**config.mk**
```make
export PLATFORM = sky130hd
export DESIGN_NAME = keypad_injector
export DESIGN_NICKNAME = d
export VERILOG_FILES = /design/src/rtl/calc_pkg.sv /design/src/rtl/keypad_injector.sv
export SDC_FILE = /design/constraint.sdc
export NUM_CORES = 1
export LEC_CHECK = 0
export BUFFER_PORTS_ARGS = -buffer_cell sky130_fd_sc_hd__buf_2
export CORE_ASPECT_RATIO = 0.8
export CORE_MARGIN = 2
export CORE_UTILIZATION = 45
export CTS_BUF_LIST = sky130_fd_sc_hd__clkbuf_2 sky130_fd_sc_hd__clkbuf_4 sky130_fd_sc_hd__clkbuf_8
export CTS_CLUSTER_DIAMETER = 80
export DETAILED_ROUTE_END_ITERATION = 10
export PLACE_DENSITY = 0.69
export SYNTH_ARGS = -nofsm -noshare
export SYNTH_HDL_FRONTEND = slang
export SYNTH_SLANG_ARGS = --single-unit
```
**constraint.sdc**
```tcl
create_clock -name clk -period 5.5 [get_ports clk]
set_clock_uncertainty 0.2 [all_clocks]
set_input_delay 0.55 -clock clk [delete_from_list [all_inputs] [get_ports clk]]
set_output_delay 0.55 -clock clk [all_outputs]
set_load 0.03 [all_outputs]
```
**src/rtl/calc_pkg.sv**
```systemverilog
// Shared types and key constants for the keypad injector and its testbenches.
// Key index layout: row in bits [3:2], column in bits [1:0].
package calc_pkg;

  typedef enum logic [1:0] {
    IDLE    = 2'd0,
    PRESS   = 2'd1,
    RELEASE = 2'd2
  } inj_state_t;

  localparam logic [3:0] KEY_3    = 4'd2;
  localparam logic [3:0] KEY_ADD  = 4'd3;
  localparam logic [3:0] KEY_4    = 4'd4;
  localparam logic [3:0] KEY_5    = 4'd5;
  localparam logic [3:0] KEY_SUB  = 4'd7;
  localparam logic [3:0] KEY_7    = 4'd8;
  localparam logic [3:0] KEY_MULT = 4'd11;
  localparam logic [3:0] KEY_EQ   = 4'd12;
  localparam logic [3:0] KEY_NEG  = 4'd15;

  function automatic logic [1:0] key_row(input logic [3:0] idx);
    return idx[3:2];
  endfunction

  function automatic logic [1:0] key_col(input logic [3:0] idx);
    return idx[1:0];
  endfunction

endpackage

```
**src/rtl/keypad_injector.sv**
```systemverilog
// Emulates a keypad closure: pulls the key's row low only while its column is strobed.
// One request at a time (key_ready low while busy); row_drive has zero lag from col_scan.
module keypad_injector
  import calc_pkg::*;
#(
  parameter int HOLD_SCANS     = 4,
  parameter int RELEASE_CYCLES = 64,
  parameter int TIMEOUT_CYCLES = 1024
) (
  input  logic       clk,
  input  logic       nRST,
  input  logic       key_valid,
  input  logic [3:0] key_index,
  output logic       key_ready,
  input  logic [3:0] col_scan,
  output logic [3:0] row_drive,
  output logic       busy,
  output logic       done,
  output logic       error
);

  localparam int VW = $clog2(HOLD_SCANS + 1);
  localparam int RW = $clog2(RELEASE_CYCLES + 1);
  localparam int TW = $clog2(TIMEOUT_CYCLES + 1);

  localparam logic [VW-1:0] VISIT_LAST   = VW'(HOLD_SCANS);
  localparam logic [RW-1:0] RELEASE_LAST = RW'(RELEASE_CYCLES);
  localparam logic [TW-1:0] TIMEOUT_LAST = TW'(TIMEOUT_CYCLES);

  inj_state_t    state_q, state_d;
  logic [1:0]    row_q, row_d;
  logic [1:0]    col_q, col_d;
  logic          match_q, match_d;
  logic [VW-1:0] visit_q, visit_d;
  logic [RW-1:0] rel_q, rel_d;
  logic [TW-1:0] timeout_q, timeout_d;
  logic          done_q, done_d;
  logic          error_q, error_d;

  logic          match;
  logic [VW-1:0] visit_inc;
  logic [RW-1:0] rel_inc;
  logic [TW-1:0] timeout_inc;

  // Only the exact one-cold strobe of our column counts as a contact.
  assign match       = (col_scan == ~(4'b0001 << col_q));
  assign visit_inc   = visit_q + VW'(1);
  assign rel_inc     = rel_q + RW'(1);
  assign timeout_inc = timeout_q + TW'(1);

  always_comb begin
    state_d   = state_q;
    row_d     = row_q;
    col_d     = col_q;
    match_d   = 1'b0;
    visit_d   = visit_q;
    rel_d     = rel_q;
    timeout_d = timeout_q;
    done_d    = 1'b0;
    error_d   = 1'b0;
    unique case (state_q)
      IDLE: begin
        if (key_valid) begin
          state_d   = PRESS;
          row_d     = key_row(key_index);
          col_d     = key_col(key_index);
          visit_d   = '0;
          timeout_d = '0;
        end
      end
      PRESS: begin
        match_d = match;
        // A visit ending in the same cycle as the timeout takes priority.
        if (match_q && !match) begin
          visit_d   = visit_inc;
          timeout_d = '0;
          if (visit_inc == VISIT_LAST) begin
            state_d = RELEASE;
            rel_d   = '0;
          end
        end else if (timeout_inc == TIMEOUT_LAST) begin
          error_d = 1'b1;
          state_d = IDLE;
        end else begin
          timeout_d = timeout_inc;
        end
      end
      RELEASE: begin
        if (rel_inc == RELEASE_LAST) begin
          done_d  = 1'b1;
          state_d = IDLE;
        end else begin
          rel_d = rel_inc;
        end
      end
      default: state_d = IDLE;
    endcase
  end

  always_ff @(posedge clk) begin
    if (!nRST) begin
      state_q   <= IDLE;
      row_q     <= '0;
      col_q     <= '0;
      match_q   <= 1'b0;
      visit_q   <= '0;
      rel_q     <= '0;
      timeout_q <= '0;
      done_q    <= 1'b0;
      error_q   <= 1'b0;
    end else begin
      state_q   <= state_d;
      row_q     <= row_d;
      col_q     <= col_d;
      match_q   <= match_d;
      visit_q   <= visit_d;
      rel_q     <= rel_d;
      timeout_q <= timeout_d;
      done_q    <= done_d;
      error_q   <= error_d;
    end
  end

  always_comb begin
    row_drive = 4'hF;
    if (nRST && (state_q == PRESS) && match) begin
      row_drive = ~(4'b0001 << row_q);
    end
  end

  assign key_ready = (state_q == IDLE);
  assign busy      = (state_q != IDLE);
  assign done      = done_q;
  assign error     = error_q;

endmodule

```
==> impl_metrics.csv, run 1 <==
group,metric,value,unit
outcome,status,"finished clean",
clocking,clk_pin_slew,70,ps
logic_synthesis,synthCells,222,
die,dieWidth,74.9,µm
clocking,insertion_delay,280,ps
grt,grt_pass1_vias,1387,
clocking,hold_buffers,0,
logic_synthesis,synth_edf_count,0,
worst_setup_path,crit_start,"state_q[0]",
grt,antenna_found_initial,0,
timing,fin_crit_sh,56.7,%
routing,first_pass_iters,4,
job,cap_violations,0,
cells_and_area,drive_above_1_share,14.9,%
die,io_pins,19,
logic_synthesis,ys_top_cells_by_area,"dfxtp_1 33%, nand2_1 6.2%, nand3_1 5.0%, ha_1 2.8%, o21ai_0 2.5%",
timing,setup_viol,0,
clocking,clock_sinks,30,
routing,post-route-drc-count,0,
routing,wirelength,3860,µm
timing,fin_tns_setup,0,ps
cells_and_area,finalNonFillerCells,290,
worst_setup_path,startpoint_type,"flip-flop",
clocking,clockRootBuffer,"clkbuf_8",
clocking,tritoncts,"done",
cells_and_area,syn_to_final_growth,10.5,%
logic_synthesis,syn_area,1810,µm²
logic_synthesis,avgSynthCellArea,8.16,µm²
worst_setup_path,worstPathArrival,2370,ps
cells_and_area,final_util,52.3,%
worst_setup_path,crit_fanout,12,
timing,hold_viol_final,0,
die,placementRows,20,
timing,rsz0062_at_grt,"no",
logic_synthesis,ys.flop_type,"dfxtp_1",
worst_setup_path,endpoint,"row_drive[0]",
placed_design,io_buffers,18,
worst_setup_path,cp.required,4750,ps
timing,max-slew-margin-rel,49.3,%
die,dieArea,4550,µm²
power_and_ir_drop,vdd_ir_drop_max,120,µV
placed_design,place_inst,282,
placed_design,dp.final_hpwl,2720,µm
logic_synthesis,yosys.cell_types.count,55,
cells_and_area,nets,249,
timing,final_max_slew_viol_count,0,
cells_and_area,antenna_cells,0,
clocking,cts_buffers,5,
logic_synthesis,synth.largest_area_cell,"dfxtp_1",
worst_setup_path,end_kind,"output port",
power_and_ir_drop,power_density,226,nW/µm²
timing,fin_hold_ws,271,ps
hold_path,hp-class,"flip-flop to flip-flop",
power_and_ir_drop,p_leak,0.764,nW
logic_synthesis,syn-num-nets,237,
worst_setup_path,rr_startpoint,"timeout_q[0]",
cells_and_area,seqCellArea,601,µm²
timing,period_minus_slack,3120,ps
die,core,3830,µm²
timing,worst_pin_slew,759,ps
routing,final_antenna_net_count,0,
grt,grt_pass1_wl,6520,µm
worst_setup_path,critPathKind,"flip-flop to output port",
die,start_util,47.3,%
placed_design,gp_congestion,0.833,
cells_and_area,multi_input_area,1140,µm²
timing,fmax,321,MHz
grt,grt-ovfl-total,0,
routing,num_vias,1630,
logic_synthesis,synth_seq_cells,30,
clocking,cts_setup_buffers,0,
logic_synthesis,synth_top_area_share,33.1,%
logic_synthesis,ys_seq_area_share,33.1,%
grt,grt_usage,18.6,%
routing,wl_per_cell,13.3,µm
grt,grt_start_max_net_pins,34,
logic_synthesis,yosys-top-cells-count,"30 x dfxtp_1, 30 x nand2_1, 18 x nand3_1",
logic_synthesis,async_flop_share,0,%
clocking,h-tree-depth,2,
clocking,cts_resized,0,
routing,dr.first_iter.drc_count,105,
hold_path,worstHoldPathCells,2,
logic_synthesis,yosysWarningCount,0,
worst_setup_path,r2r-end,"state_q[0]",
routing,vias_per_cell,5.62,
cells_and_area,fillCellCount,382,
die,dieHeight,60.8,µm
worst_setup_path,worst_r2r_path_depth,7,
clocking,cts_max_path_buffers,2,
worst_setup_path,rrSetupSlack,2820,ps
through the flow:
| step | cell area, µm² | total power [W] | setup WS [ps] |
|---|---|---|---|
| 3_3_place_gp | 1910 | 0.000271 | 2730 |
| 4_1_cts | 2000 | 0.000458 | 2380 |
| 6_report | 2000 | 0.000453 | 2380 |
| 5_1_grt | 2000 | 0.000475 | 2160 |
| 2_1_floorplan | 1810 | 0.000260 | 3010 |
| 3_5_place_dp | 1910 | 0.000272 | 2700 |
cell usage in the layout (no fill, tap or decap), types with 6 or more instances in the layout:
cell / instances
nand2_1: 30
dfxtp_1: 30
nand3_1: 18
buf_2: 18
nor2_1: 11
o21ai_0: 9
a21oi_1: 8
and3_1: 7
nor3b_1: 6
clkbuf_8: 6
final cells by class:
class,count,share of cell area (%)
well taps,55,3.44
inverters,3,0.563
repair buffers,18,4.50
clock buffers,7,4.50
multi-input cells,176,56.8
clock inverters,1,0.250
flip-flops and latches,30,30.0
how the worst min path moves through the flow:
stage             start        to  slack [ps]
3_3_place_gp   rel_q[1]  rel_q[1]         270
2_1_floorplan  rel_q[1]  rel_q[1]         240
5_1_grt        rel_q[0]  rel_q[0]         300
6_report       rel_q[1]  rel_q[1]         270
3_5_place_dp   rel_q[1]  rel_q[1]         270
4_1_cts        rel_q[1]  rel_q[1]         280
cells by family (layout without fill, tap and decap cells):
logic type / after synthesis / in the layout / share of synthesized area (%)
AND/OR/NAND/NOR: 112 / 112 / 35.0
AO/OA/AOI/OAI: 56 / 56 / 22.9
flip-flops: 30 / 30 / 33.1
buffers and inverters: 16 / 29 / 4.14
adder cells (fa/ha/maj): 4 / 4 / 2.76
XOR/XNOR: 3 / 3 / 1.45
multiplexers: 1 / 1 / 0.553
routing by layer:
metal | wire length [µm] | GRT usage [%]
met4 | 12 | 4.59
met3 | 162 | 4.49
met1 | 2070 | 27.7
met5 | 0 | 0
met2 | 1620 | 26.9
worst max-delay path, cell delays in order, from the launching register on:
cell     delay [ps]
dfxtp_1         370
nor2b_1         640
nand2_1         110
a21oi_1         320
or3b_2          470
buf_2           190
report_power, final:
| part | switching [W] | internal, W | total (W) |
|---|---|---|---|
| registers | 0.00000603 | 0.000222 | 0.000228 |
| logic | 0.0000248 | 0.0000148 | 0.0000396 |
| clock network | 0.0000799 | 0.000106 | 0.000186 |
| total | 0.000111 | 0.000342 | 0.000453 |
sequential cells by signal, summed over array words and instances (netlist names):
name,count
visit_q,3
timeout_q,11
col_q,2
row_q,2
match_q,1
error,1
state_q,2
done,1
rel_q,7
Power figures use the tool's default switching activity.
==> run 2, diff against run 1 <==
ABC_AREA = 1   (was not set)
clock period = 3 ns   (was 5.5 ns; I/O delays follow)
==> impl_metrics.csv, run 2 <==
group,metric,value,unit
logic_synthesis,synth_seq_cells,30,
logic_synthesis,ys_seq_area_share,35.3,%
power_and_ir_drop,p_leak,0.860,nW
hold_path,worstHoldPathCells,3,
power_and_ir_drop,total_power,0.000830,W
logic_synthesis,synth_edf_count,0,
placed_design,gp_congestion,0.886,
grt,grt-ovfl-total,0,
worst_setup_path,worst_r2r_path_depth,10,
timing,max-slew-margin-rel,56.8,%
cells_and_area,largest_reg_flops,11,
worst_setup_path,end_kind,"output port",
routing,num_vias,1638,
power_and_ir_drop,power_density,433,nW/µm²
power_and_ir_drop,pwr-share-comb,9.2,%
routing,wirelength,3640,µm
logic_synthesis,ys.flop_type,"dfxtp_1",
grt,grt_pass1_wl,6310,µm
logic_synthesis,ys_top_cells_by_area,"dfxtp_1 35%, nand2_1 18%, nor2_1 7.5%, inv_1 7.1%, a21oi_1 6.8%",
timing,final_max_slew_viol_count,0,
power_and_ir_drop,pwr-share-clk,41.0,%
logic_synthesis,syn_area,1700,µm²
cells_and_area,antenna_cells,0,
power_and_ir_drop,internal_power,0.000624,W
clocking,cts_buffers,5,
grt,grt_start_max_net_pins,21,
clocking,clockRootBuffer,"clkbuf_8",
power_and_ir_drop,p_sw_share,24.9,%
job,cap_violations,0,
cells_and_area,syn_to_final_growth,12.7,%
hold_path,min_from,"key_index[0]",
worst_setup_path,cp.required,2500,ps
die,io_pins,19,
routing,wl_per_cell,11.0,µm
hold_path,hp-class,"input port to flip-flop",
logic_synthesis,yosys-top-cells-count,"81 x nand2_1, 34 x nor2_1, 32 x inv_1",
worst_setup_path,critPathKind,"flip-flop to output port",
timing,worst_pin_slew,647,ps
logic_synthesis,avgSynthCellArea,6.37,µm²
die,placementRows,19,
power_and_ir_drop,vdd_ir_drop_max,285,µV
die,core,3520,µm²
worst_setup_path,startpoint_type,"flip-flop",
worst_setup_path,r2r-end,"timeout_q[2]",
logic_synthesis,async_flop_share,0,%
worst_setup_path,rrSetupSlack,920,ps
worst_setup_path,crit_fanout,9,
clocking,cts_setup_buffers,0,
clocking,cts_resized,0,
die,start_util,48.3,%
routing,first_pass_iters,4,
power_and_ir_drop,power_frac_seq,49.8,%
logic_synthesis,yosys.cell_types.count,24,
timing,fmax,418,MHz
logic_synthesis,syn-num-nets,282,
logic_synthesis,yosysWarningCount,0,
clocking,clock_sinks,30,
cells_and_area,nets,303,
placed_design,dp.final_hpwl,2690,µm
timing,rsz0062_at_grt,"no",
clocking,clk_pin_slew,60,ps
clocking,h-tree-depth,2,
cells_and_area,fillCellCount,356,
worst_setup_path,worstPathArrival,1890,ps
cells_and_area,drive_above_1_share,13.1,%
cells_and_area,reg_top3,"timeout_q: 11 flops, rel_q: 7 flops, visit_q: 3 flops",
cells_and_area,regMostFlops,"timeout_q",
clocking,hold_buffers,0,
logic_synthesis,synthCells,267,
routing,final_antenna_net_count,0,
routing,post-route-drc-count,0,
routing,dr.first_iter.drc_count,60,
timing,period_minus_slack,2390,ps
worst_setup_path,rr_startpoint,"timeout_q[1]",
logic_synthesis,synth_top_area_share,35.3,%
routing,vias_per_cell,4.95,
grt,grt_pass1_vias,1465,
logic_synthesis,yosysMostFrequentCell,"nand2_1",
power_and_ir_drop,switchingPower,0.000206,W
clocking,tritoncts,"done",
placed_design,io_buffers,18,
timing,fin_crit_sh,79.8,%
grt,antenna_found_initial,0,
die,dieHeight,59.0,µm
hold_path,whs_endpoint,"col_q[0]",
grt,grt_usage,19.0,%
clocking,insertion_delay,270,ps
timing,hold_viol_final,0,
cells_and_area,layout_commonest_cell,"nand2_1",
cells_and_area,layout_common_cells,"81 x nand2_1, 34 x nor2_1, 32 x inv_1",
outcome,status,"finished clean",
logic_synthesis,synth.largest_area_cell,"dfxtp_1",
die,dieWidth,72.7,µm
clocking,cts_max_path_buffers,2,
die,dieArea,4290,µm²
timing,setup_viol,0,
timing,fin_tns_setup,0,ps
run 2: routing by layer:
| metal | GRT usage, % | up-vias | wire length (µm) |
|---|---|---|---|
| met5 | 0 | - | 0 |
| met4 | 5.03 | 0 | 11 |
| met3 | 5.61 | 2 | 219 |
| met2 | 27.9 | 44 | 1500 |
| met1 | 27.2 | 704 | 1910 |
| li1 | - | 888 | - |
run 2: kinds of logic (layout without fill, tap and decap cells):
group / count (synthesis) / in the layout / synth area share, %
AOI/OAI and AO/OA: 38 / 38 / 12.4
buffers and inverters: 37 / 59 / 8.61
xor gates and xnor gates: 4 / 4 / 2.06
adders and majority gates: 4 / 4 / 2.94
and+or+nand+nor: 154 / 154 / 38.7
DFF: 30 / 30 / 35.3
run 2: how the worst max path moves through the flow:
stage | from | endpoint | slack (ps) | cells after the start
4_1_cts | state_q[0] | row_drive[1] | 610 | 6
3_3_place_gp | nRST | row_drive[1] | 900 | 5
6_report | state_q[0] | row_drive[1] | 610 | 6
5_1_grt | state_q[0] | row_drive[1] | 380 | 6
2_1_floorplan | state_q[1] | timeout_q[4] | 1030 | 8
3_5_place_dp | nRST | row_drive[1] | 830 | 5
run 2: final cells by class:
| class | instances | area, µm² | share of cell area, % |
|---|---|---|---|
| clock inverters | 1 | 5.00 | 0.261 |
| well taps | 42 | 52.6 | 2.74 |
| repair buffers | 18 | 90.1 | 4.70 |
| inverters | 33 | 124 | 6.47 |
| flip-flops and latches | 30 | 601 | 31.4 |
| clock buffers | 7 | 90.1 | 4.70 |
| multi-input cells | 200 | 953 | 49.8 |
run 2: power groups by stage:
stage | Sequential, W | Combinational, W | Clock [W]
after floorplan | 0.000421 | 0.0000580 | 0
after global placement | 0.000422 | 0.0000758 | 0
after detailed placement | 0.000422 | 0.0000763 | 0
after CTS | 0.000414 | 0.0000766 | 0.000350
after global routing | 0.000415 | 0.0000876 | 0.000365
final | 0.000414 | 0.0000763 | 0.000340
run 2: critical path, cell delays in order (launching register included):
cell and delay (ps):
dfxtp_1 330, inv_1 60, nor2_2 300, inv_1 150
nor3_1 440, nand3_1 130, buf_2 210
run 2: per-stage QoR:
step	utilization, %	instance area [µm²]	hold slack [ps]	instances	setup slack, ps
after global routing	54.4	1920	157	331	379
after detailed placement	51.7	1820	269	323	835
after CTS	54.4	1920	98.9	331	607
after floorplan	-	1700	247	267	1030
final	54.4	1920	107	331	607
after global placement	51.7	1820	263	323	898
